**config.mk**
```make
export PLATFORM = sky130hd
export DESIGN_NAME = lcd_text_driver
export DESIGN_NICKNAME = d
export VERILOG_FILES = /design/src/rtl/lcd_pkg.sv /design/src/rtl/lcd_write_strobe.sv /design/src/rtl/lcd_text_driver.sv
export SDC_FILE = /design/constraint.sdc
export NUM_CORES = 1
export LEC_CHECK = 0
export CORE_AREA = 2 2 178 180
export CTS_CLUSTER_DIAMETER = 60
export DETAILED_ROUTE_END_ITERATION = 16
export DIE_AREA = 0 0 180 182
export GPL_ROUTABILITY_DRIVEN = 0
export PLACE_DENSITY_LB_ADDON = 0.12
export SYNTH_ARGS = -nofsm -noshare
export SYNTH_HDL_FRONTEND = slang
export SYNTH_SLANG_ARGS = --single-unit
```
**constraint.sdc**
```tcl
create_clock -name Clk -period 7.82 [get_ports Clk]
set_input_delay 2.346 -clock Clk [delete_from_list [all_inputs] [get_ports Clk]]
set_output_delay 2.346 -clock Clk [all_outputs]
set_load 0.05 [all_outputs]
```
**src/rtl/lcd_pkg.sv**
```systemverilog
// lcd_pkg: shared constants, state encodings and helpers for the HD44780 text driver
// Provides LCD command bytes, the one-hot main FSM encoding, the write-strobe phase
// encoding, the printable-character filter and the init command table.
package lcd_pkg;
    localparam logic [7:0] LCD_FUNC_SET = 8'h38;
    localparam logic [7:0] LCD_DISP_ON  = 8'h0C;
    localparam logic [7:0] LCD_ENTRY    = 8'h06;
    localparam logic [7:0] LCD_CLEAR    = 8'h01;
    localparam logic [7:0] LCD_LINE1    = 8'h80;
    localparam logic [7:0] LCD_LINE2    = 8'hC0;
    localparam logic [7:0] ASCII_SPACE  = 8'h20;

    typedef enum logic [6:0] {
        ST_POWERUP = 7'b000_0001,
        ST_INIT    = 7'b000_0010,
        ST_SNAP    = 7'b000_0100,
        ST_ADDR1   = 7'b000_1000,
        ST_LINE1   = 7'b001_0000,
        ST_ADDR2   = 7'b010_0000,
        ST_LINE2   = 7'b100_0000
    } lcd_state_e;

    typedef enum logic [1:0] {
        PH_IDLE,
        PH_SETUP,
        PH_PULSE,
        PH_WAIT
    } wr_phase_e;

    function automatic logic [7:0] lcd_printable(input logic [7:0] c);
        return (c < 8'h20 || c > 8'h7E) ? ASCII_SPACE : c;
    endfunction

    function automatic logic [7:0] lcd_init_cmd(input logic [1:0] idx);
        return idx == 2'd0 ? LCD_FUNC_SET :
               idx == 2'd1 ? LCD_DISP_ON  :
               idx == 2'd2 ? LCD_ENTRY    : LCD_CLEAR;
    endfunction
endpackage

```
**src/rtl/lcd_write_strobe.sv**
```systemverilog
// lcd_write_strobe: one LCD bus write as SETUP (1 cycle), PULSE (E high), WAIT (E low)
// Ports: clk_i/rst_i clock and sync active-high reset; start_i launches a write with
// rs_i/data_i/wait_cycles_i; lcd_e_o/lcd_rs_o/lcd_data_o drive the bus; busy_o is high
// while a write is in flight; done_o pulses in the last WAIT cycle so a new start can
// be accepted in that same cycle with no idle gap.
module lcd_write_strobe
    import lcd_pkg::*;
#(
    parameter int E_PULSE_CYCLES = 24,
    parameter int CNT_W          = 21
) (
    input  logic             clk_i,
    input  logic             rst_i,
    input  logic             start_i,
    input  logic             rs_i,
    input  logic [7:0]       data_i,
    input  logic [CNT_W-1:0] wait_cycles_i,
    output logic             lcd_e_o,
    output logic             lcd_rs_o,
    output logic [7:0]       lcd_data_o,
    output logic             busy_o,
    output logic             done_o
);
    wr_phase_e        phase_q, phase_d;
    logic [CNT_W-1:0] cnt_q, cnt_d, wait_q, wait_d;
    logic             e_q, rs_q, rs_d;
    logic [7:0]       data_q, data_d;

    always_comb begin
        phase_d = phase_q;
        cnt_d   = cnt_q + 1'b1;
        wait_d  = wait_q;
        rs_d    = rs_q;
        data_d  = data_q;
        done_o  = 1'b0;
        case (phase_q)
            PH_SETUP: begin
                phase_d = PH_PULSE;
                cnt_d   = '0;
            end
            PH_PULSE: if (cnt_q == CNT_W'(E_PULSE_CYCLES - 1)) begin
                phase_d = PH_WAIT;
                cnt_d   = '0;
            end
            PH_WAIT: if (cnt_q == wait_q - 1'b1) begin
                phase_d = PH_IDLE;
                done_o  = 1'b1;
            end
            default: cnt_d = '0;
        endcase
        // rs/data are captured only here, so they hold through WAIT until the next SETUP
        if (start_i) begin
            phase_d = PH_SETUP;
            rs_d    = rs_i;
            data_d  = data_i;
            wait_d  = wait_cycles_i;
        end
    end

    always_ff @(posedge clk_i) begin
        if (rst_i) begin
            phase_q <= PH_IDLE;
            cnt_q   <= '0;
            wait_q  <= '0;
            e_q     <= 1'b0;
            rs_q    <= 1'b0;
            data_q  <= 8'h00;
        end else begin
            phase_q <= phase_d;
            cnt_q   <= cnt_d;
            wait_q  <= wait_d;
            e_q     <= phase_d == PH_PULSE;
            rs_q    <= rs_d;
            data_q  <= data_d;
        end
    end

    assign lcd_e_o    = e_q;
    assign lcd_rs_o   = rs_q;
    assign lcd_data_o = data_q;
    assign busy_o     = phase_q != PH_IDLE;
endmodule

```
**src/rtl/lcd_text_driver.sv**
```systemverilog
// lcd_text_driver: refreshes a 16x2 HD44780 LCD (8-bit mode) from a 256-bit text vector
// Ports: Clk/reset clock and sync active-high reset; text_in holds char 0 at [255:248]
// through char 31 at [7:0]; lcd_e/lcd_rs/lcd_rw/lcd_data drive the LCD; init_done goes
// high after the init sequence; frame_done pulses once per completed 34-write frame.
module lcd_text_driver
    import lcd_pkg::*;
#(
    parameter int POWERUP_CYCLES    = 1500000,
    parameter int E_PULSE_CYCLES    = 24,
    parameter int CMD_WAIT_CYCLES   = 4000,
    parameter int CLEAR_WAIT_CYCLES = 164000
) (
    input  logic         Clk,
    input  logic         reset,
    input  logic [255:0] text_in,
    output logic         lcd_e,
    output logic         lcd_rs,
    output logic         lcd_rw,
    output logic [7:0]   lcd_data,
    output logic         init_done,
    output logic         frame_done
);
    localparam int MAX_A    = POWERUP_CYCLES > CLEAR_WAIT_CYCLES ? POWERUP_CYCLES : CLEAR_WAIT_CYCLES;
    localparam int MAX_B    = E_PULSE_CYCLES > CMD_WAIT_CYCLES ? E_PULSE_CYCLES : CMD_WAIT_CYCLES;
    localparam int MAX_WAIT = MAX_A > MAX_B ? MAX_A : MAX_B;
    localparam int CNT_W    = $clog2(MAX_WAIT + 1);

    lcd_state_e       state_q, state_d;
    logic [CNT_W-1:0] cnt_q, cnt_d;
    logic [1:0]       cmd_q, cmd_d;
    logic [4:0]       chr_q, chr_d;
    logic [255:0]     snap_q, snap_d;
    logic             init_done_q, init_done_d, frame_done_q, frame_done_d;
    logic             wr_start, wr_rs, wr_busy, wr_done;
    logic [7:0]       wr_data;
    logic [CNT_W-1:0] wr_wait;

    // A write is launched in the cycle the FSM moves onto its item, so the item's
    // rs/data are derived from the next-state values.
    always_comb begin
        state_d      = state_q;
        cnt_d        = cnt_q;
        cmd_d        = cmd_q;
        chr_d        = chr_q;
        snap_d       = snap_q;
        init_done_d  = init_done_q;
        frame_done_d = 1'b0;
        wr_start     = 1'b0;
        case (state_q)
            ST_POWERUP: begin
                cnt_d = cnt_q + 1'b1;
                if (cnt_q == CNT_W'(POWERUP_CYCLES - 1)) begin
                    state_d  = ST_INIT;
                    cnt_d    = '0;
                    cmd_d    = 2'd0;
                    wr_start = 1'b1;
                end
            end
            ST_INIT: if (wr_done) begin
                cmd_d    = cmd_q + 1'b1;
                wr_start = cmd_q != 2'd3;
                if (cmd_q == 2'd3) begin
                    state_d     = ST_SNAP;
                    init_done_d = 1'b1;
                end
            end
            ST_SNAP: begin
                snap_d   = text_in;
                chr_d    = '0;
                state_d  = ST_ADDR1;
                wr_start = 1'b1;
            end
            ST_ADDR1: if (wr_done) begin
                state_d  = ST_LINE1;
                wr_start = 1'b1;
            end
            ST_LINE1: if (wr_done) begin
                chr_d    = chr_q + 1'b1;
                wr_start = 1'b1;
                if (chr_q == 5'd15) state_d = ST_ADDR2;
            end
            ST_ADDR2: if (wr_done) begin
                state_d  = ST_LINE2;
                wr_start = 1'b1;
            end
            ST_LINE2: if (wr_done) begin
                if (chr_q == 5'd31) begin
                    state_d      = ST_SNAP;
                    frame_done_d = 1'b1;
                end else begin
                    chr_d    = chr_q + 1'b1;
                    wr_start = 1'b1;
                end
            end
            default: state_d = ST_POWERUP;
        endcase
    end

    // ~chr_d selects char 31-chr_d's byte lane, i.e. char 0 sits in the top byte
    assign wr_rs   = state_d == ST_LINE1 || state_d == ST_LINE2;
    assign wr_data = state_d == ST_INIT  ? lcd_init_cmd(cmd_d) :
                     state_d == ST_ADDR1 ? LCD_LINE1 :
                     state_d == ST_ADDR2 ? LCD_LINE2 :
                     lcd_printable(snap_q[{~chr_d, 3'b000} +: 8]);
    assign wr_wait = (!wr_rs && wr_data == LCD_CLEAR) ? CNT_W'(CLEAR_WAIT_CYCLES) : CNT_W'(CMD_WAIT_CYCLES);

    always_ff @(posedge Clk) begin
        if (reset) begin
            state_q      <= ST_POWERUP;
            cnt_q        <= '0;
            cmd_q        <= 2'd0;
            chr_q        <= 5'd0;
            snap_q       <= '0;
            init_done_q  <= 1'b0;
            frame_done_q <= 1'b0;
        end else begin
            state_q      <= state_d;
            cnt_q        <= cnt_d;
            cmd_q        <= cmd_d;
            chr_q        <= chr_d;
            snap_q       <= snap_d;
            init_done_q  <= init_done_d;
            frame_done_q <= frame_done_d;
        end
    end

    lcd_write_strobe #(
        .E_PULSE_CYCLES(E_PULSE_CYCLES),
        .CNT_W         (CNT_W)
    ) u_strobe (
        .clk_i        (Clk),
        .rst_i        (reset),
        .start_i      (wr_start && (!wr_busy || wr_done)),
        .rs_i         (wr_rs),
        .data_i       (wr_data),
        .wait_cycles_i(wr_wait),
        .lcd_e_o      (lcd_e),
        .lcd_rs_o     (lcd_rs),
        .lcd_data_o   (lcd_data),
        .busy_o       (wr_busy),
        .done_o       (wr_done)
    );

    assign lcd_rw     = 1'b0;
    assign init_done  = init_done_q;
    assign frame_done = frame_done_q;
endmodule

```
==> results of run 1 <==
-- through the flow --
stage / worst slack (ns) / hold slack (ns)
after floorplan: 3.71 / 0.430
after detailed placement: 2.32 / 0.445
after global placement: 2.57 / 0.439
final: 2.27 / 0.452
after global routing: 1.89 / 0.467
after CTS: 2.32 / 0.453
-- worst max path at each step --
| stage | to | cells past startpoint |
|---|---|---|
| after detailed placement | u_strobe.lcd_data_o[2]$_SDFFE_PP0P_ | 12 |
| after CTS | u_strobe.lcd_data_o[2]$_SDFFE_PP0P_ | 12 |
| after global routing | u_strobe.lcd_data_o[4]$_SDFFE_PP0P_ | 12 |
| after floorplan | u_strobe.lcd_data_o[0]$_SDFFE_PP0P_ | 15 |
| final | u_strobe.lcd_data_o[2]$_SDFFE_PP0P_ | 12 |
| after global placement | u_strobe.lcd_data_o[4]$_SDFFE_PP0P_ | 12 |
-- registers in the layout (all words and copies together), names as in the netlist, 2 cells and up --
name,flops
chr_q,5
cmd_q,2
cnt_q,21
snap_q,256
state_q,7
u_strobe.cnt_q,21
u_strobe.lcd_data_o,8
u_strobe.phase_q,2
u_strobe.wait_q,3
-- cells in the mapped netlist, drive strengths merged, types with 4 or more instances --
master     n
nor3      22
a31oi      6
xor2      31
nor2     118
nand4     14
or3        6
buf       37
clkbuf   107
a211oi    13
mux2i     54
xnor2     15
nand3b     6
ha        14
nand2    649
a22oi      4
o31ai      8
or4        5
inv       20
and3       8
nor2b      5
nor3b      6
nor4      18
a2111oi    5
a221oi     9
or2        9
o21ai     32
nand3     50
mux2      33
nand2b     4
a32oi      9
and2       5
a311oi    13
and4       6
a21oi    285
dfxtp    329
o22ai     18
-- report_power, final --
part | switching [mW] | internal, mW
clock network | 0.690 | 1.08
logic | 0.0523 | 0.116
registers | 0.00139 | 1.68
total | 0.744 | 2.87
-- logic make-up after synthesis --
group,count (synthesis),synth area share
other cells,1,0.000245
compound gates,422,0.165
mux,88,0.0613
buf+inv,164,0.0468
xor+xnor,46,0.0263
fa+ha+maj,14,0.0114
flops,329,0.430
simple gates,940,0.258
-- routing by layer --
layer  part of all wire  vias up
met4              0.031        0
met1               0.42     6907
met3              0.074      101
met5                  0        -
met2               0.47      614
li1                   -     7187
-- area by class of cell --
type	count	area, µm²
clock buffer	58	1150
clock inverter	9	103
fill	2748	11700
inverter	20	75.1
multi-input combinational	1511	8030
sequential	329	6590
tap	402	503
timing repair buffer	286	2830
-- worst min-delay path: cells and delay by family (launching register included) --
| kind | cells | cell delay [ns] |
|---|---|---|
| AOI/OAI and AO/OA | 1 | 0.05 |
| DFF | 1 | 0.30 |
| and+or+nand+nor | 1 | 0.05 |
==> impl_metrics.toml, run 1 <==
[sta]
worst_pin_slew_ns = 1.25
rsz0062_at_grt = "no"
max-slew-margin-rel = 0.159
fin_crit_ns = 5.55
fin_setup_tns_ns = 0
slew_viol_final = 0
hold_violations = 0
setup_violations = 0
fmax_mhz = 180
fin_skew_ns = 0.00712
post-route-period-util = 0.710

[global_route]
use_met2 = 0.475
grt_max_degree = 117
grt_pass1_wl_um = 74800
use_met3 = 0.0425
use_met1 = 0.375
antenna_found_initial = 0
busiest_layer = "met2"
grt.overflow.total = 0
grt_usage = 0.284
first_global_vias = 14100

[logic_synthesis]
synth_top_area_cell = "dfxtp_1"
ys_ff_latch = 329
syn_area_per_cell_um2 = 7.64
synth_edf_count = 0
ys.flop_type = "dfxtp_1"
synth-seq-area-share = 0.430
synth_cell_type_count = 78
syn_inst = 2004
ys_top_cells_by_area = "dfxtp_1 43%, nand2_1 16%, a21oi_1 9.3%, mux2i_1 3.5%, nor2_1 2.9%"
syn_area_um2 = 15300
synth-warning-count = 0
synth_top_cell_area_share = 0.430
asyncSetResetFlopFracSynth = 0
synth_fp_nets = 2276

[clock_tree]
cts-root-buf = "clkbuf_16"
cts_tree = "done"
cts_hold_buf = 0
worstSkewPairLatency_ns = 0.52
cts.repair.resized = 0
numCtsBuffers = 38
cts_max_level = 2
clkTransAtPathRegs_ns = 0.06
cts.sinks = 329
postCtsSetupBuffers = 0
clock_path_buffers = 3

[finish]
finalInstanceArea_um2 = 19300
final_cell_mix = "648 x nand2_1, 329 x dfxtp_1, 283 x a21oi_1"
post_route_cells_drive_above_1_share = 0.0578
antennaDiodeCount = 0
final_util = 0.622
nets = 2458
final_cells = 2615
areaGrowthSynthToFinish_pct = 25.9
final_common_cell = "nand2_1"

[pwr]
total_power_mw = 3.62
leakagePower_nw = 6.67
peakVddDrop_mv = 0.103
powerDensity_nw_per_um2 = 188

[floorplan]
num_rows = 65
die_area_um2 = 32800
initial_core_util = 0.494
core-area_um2 = 31000
chipHeight_um = 182
io_pins = 271
fp.dieW_um = 180

[setup_path]
r2r-end = "u_strobe.lcd_data_o[2]$_SDFFE_PP0P_"
cp_cell_sequence = "nor4_1 -> nand3_4 -> and2_1 -> a21oi_4 -> buf_4 -> mux2_2 -> o22ai_1 -> o21ai_0 -> and4_1 -> nand4_1 -> o41ai_2 -> o21ai_1"
crit_buf_inv = 1
critical_path_arrival_ns = 5.93
crit_type = "reg2reg"
path_delay_family = "simple AND/OR/NAND/NOR gates"
cp-end-kind = "flip-flop"
path_max_fanout = 78
r2r_slack_ns = 2.27
worst_ep_required_time_ns = 8.20
r2r_cells = 12
critPathMaxStageDelay_ns = 0.81
crit_slowest_cell = "nor4_1"
cp-start-kind = "flip-flop"
r2r_start = "state_q[0]$_SDFF_PP1_"
crit_start = "state_q[0]$_SDFF_PP1_"

[route]
wire_per_inst_um = 18.4
vias = 14800
dr.pass1.iters = 6
viasPerCell = 5.66
ant_nets = 0
drt_iter0_drc = 1304
postRouteWirelength_um = 48200
drc = 0

[status]
outcome = "complete, no violations"

[place]
placedCellCount = 2548
io_buffers = 269
hpwl_um = 33800
placed_area_um2 = 18000

[job]
maxCapViolCount = 0

[min_path]
holdPathEnd = "snap_q[14]$_SDFFE_PP0P_"
hold_depth = 2
hp-class = "reg2reg"
hold_path_startpoint = "snap_q[14]$_SDFFE_PP0P_"
(Power assumes the default switching activity.)
==> run 2: changes to the inputs <==
--- a/config.mk
+++ b/config.mk
@@ -5,10 +5,10 @@
 export SDC_FILE = /design/constraint.sdc
 export NUM_CORES = 1
 export LEC_CHECK = 0
-export CORE_AREA = 2 2 178 180
+export CORE_AREA = 2 2 182 184
 export CTS_CLUSTER_DIAMETER = 60
 export DETAILED_ROUTE_END_ITERATION = 16
-export DIE_AREA = 0 0 180 182
+export DIE_AREA = 0 0 184 186
 export GPL_ROUTABILITY_DRIVEN = 0
 export PLACE_DENSITY_LB_ADDON = 0.12
 export SYNTH_ARGS = -nofsm -noshare
==> constraint.sdc (replaced) <==
create_clock -name Clk -period 4.7 [get_ports Clk]
set_input_delay 1.41 -clock Clk [delete_from_list [all_inputs] [get_ports Clk]]
set_output_delay 1.41 -clock Clk [all_outputs]
set_load 0.05 [all_outputs]
==> run 2 against run 1 <==
  * Sequential power rose by 66%
  * Cell count rose by 3.1%
  * Critical path depth rose by 8
  * Setup slack got worse by 2.2 ns
  * Global-route usage fell by 0.25 points
  * Critical endpoint is now u_strobe.lcd_data_o[1]$_SDFFE_PP0P_
==> impl_metrics.toml, run 2 (same netlist as run 1, synthesis figures left out) <==
[floorplan]
core-area_um2 = 32200
chipHeight_um = 186
num_rows = 66
initial_core_util = 0.475
io_pins = 271
die_area_um2 = 34200
fp.dieW_um = 184

[finish]
areaGrowthSynthToFinish_pct = 31.1
antennaDiodeCount = 0
largestRegisters = "snap_q x256, cnt_q x21, u_strobe.cnt_q x21"
finalInstanceArea_um2 = 20100
nets = 2531
final_util = 0.623
largest_reg_flops = 256
final_cells = 2696
final_common_cell = "nand2_1"
top_register = "snap_q"
post_route_cells_drive_above_1_share = 0.0966
final_cell_mix = "648 x nand2_1, 328 x dfxtp_1, 283 x a21oi_1"

[sta]
worst_pin_slew_ns = 1.17
max-slew-margin-rel = 0.220
post-route-period-util = 0.981
setup_violations = 0
fmax_mhz = 217
hold_violations = 0
fin_crit_ns = 4.61
fin_skew_ns = 0.0137
fin_setup_tns_ns = 0
slew_viol_final = 0

[clock_tree]
cts-root-buf = "clkbuf_16"
clkTransAtPathRegs_ns = 0.06
numCtsBuffers = 38
cts_tree = "done"
clock_path_buffers = 3
worstSkewPairLatency_ns = 0.53
cts_max_level = 2
cts.sinks = 329
cts_hold_buf = 0

[setup_path]
cp-end-kind = "flip-flop"
cp-start-kind = "flip-flop"
critical_path_arrival_ns = 5.05
crit_type = "reg2reg"
worst_ep_required_time_ns = 5.14
path_max_fanout = 17

[global_route]
grt_usage = 0.281
grt.overflow.total = 0
grt_pass1_wl_um = 75700
antenna_found_initial = 0
grt_max_degree = 133
first_global_vias = 14200

[min_path]
hp-class = "reg2reg"

[place]
hpwl_um = 36200
placed_area_um2 = 18500
io_buffers = 269
placedCellCount = 2610

[route]
ant_nets = 0
drc = 0
dr.pass1.iters = 6
drt_iter0_drc = 1252
vias = 15100
postRouteWirelength_um = 50100
wire_per_inst_um = 18.6
viasPerCell = 5.61

[pwr]
cellInternalPower_mw = 4.78
leakagePower_nw = 7.09
seq_power_share = 0.461
pwr-share-comb = 0.046
p_switching_mw = 1.28
swShare = 0.211
pwr-share-clk = 0.494
powerDensity_nw_per_um2 = 302
peakVddDrop_mv = 0.195
total_power_mw = 6.06

[job]
maxCapViolCount = 0

[status]
outcome = "complete, no violations"
run 2: critical path: stages (launching register included):
cell,delay (ns)
dfxtp_1,0.37
inv_2,0.09
ha_2,0.23
or3_1,0.40
a211oi_4,0.36
o311ai_4,0.19
a211oi_4,0.40
buf_6,0.19
a21oi_4,0.04
buf_12,0.16
clkbuf_16,0.16
buf_4,0.15
clkbuf_16,0.18
nand2_1,0.07
nand3_1,0.09
a311o_1,0.34
or4_1,0.48
nand4_1,0.16
o41ai_2,0.10
buf_4,0.17
o31ai_1,0.17
run 2: metal layers:
metal  part of all wire  GRT usage  up-vias
li1                   -          -     7308
met1               0.42      0.362     7150
met2               0.48      0.486      567
met3              0.065     0.0415      112
met4              0.032     0.0896        0
met5                  0          0        -
run 2: final timing paths:
kind | startpoint | endpoint | slack [ns] | cells past startpoint
setup reg to reg | u_strobe.wait_q[7]$_SDFFE_PP0P_ | u_strobe.lcd_data_o[1]$_SDFFE_PP0P_ | 0.09 | 20
hold reg to reg | snap_q[3]$_SDFFE_PP0P_ | snap_q[3]$_SDFFE_PP0P_ | 0.45 | 2
hold / removal | snap_q[3]$_SDFFE_PP0P_ | snap_q[3]$_SDFFE_PP0P_ | 0.45 | 2
setup / recovery | u_strobe.wait_q[7]$_SDFFE_PP0P_ | u_strobe.lcd_data_o[1]$_SDFFE_PP0P_ | 0.09 | 20
run 2: through the flow:
step	setup WS, ns	hold slack, ns
finish	0.0911	0.450
global route	-0.0189	0.472
CTS	0.0437	0.453
detailed placement	0.0849	0.445
global placement	0.158	0.439
floorplan	0.589	0.430
run 2: layout make-up:
type / instances / area, µm²
sequential: 329 / 6590
clock buffer: 55 / 1140
clock inverter: 14 / 148
fill: 2951 / 12100
inverter: 20 / 75.1
tap: 408 / 510
multi-input combinational: 1512 / 8100
timing repair buffer: 358 / 3510
run 2: repair_timing:
action,in CTS,in global routing
buffers inserted,0,13
endpoints found under the setup margin,0,7
resized for setup,0,20
run 2: power groups by stage:
stage | clock network [mW] | registers (mW) | logic [mW]
floorplan | 0 | 2.85 | 0.0456
global placement | 0 | 2.85 | 0.275
detailed placement | 0 | 2.85 | 0.275
CTS | 3.02 | 2.79 | 0.277
global route | 3.14 | 2.79 | 0.292
finish | 2.99 | 2.79 | 0.276
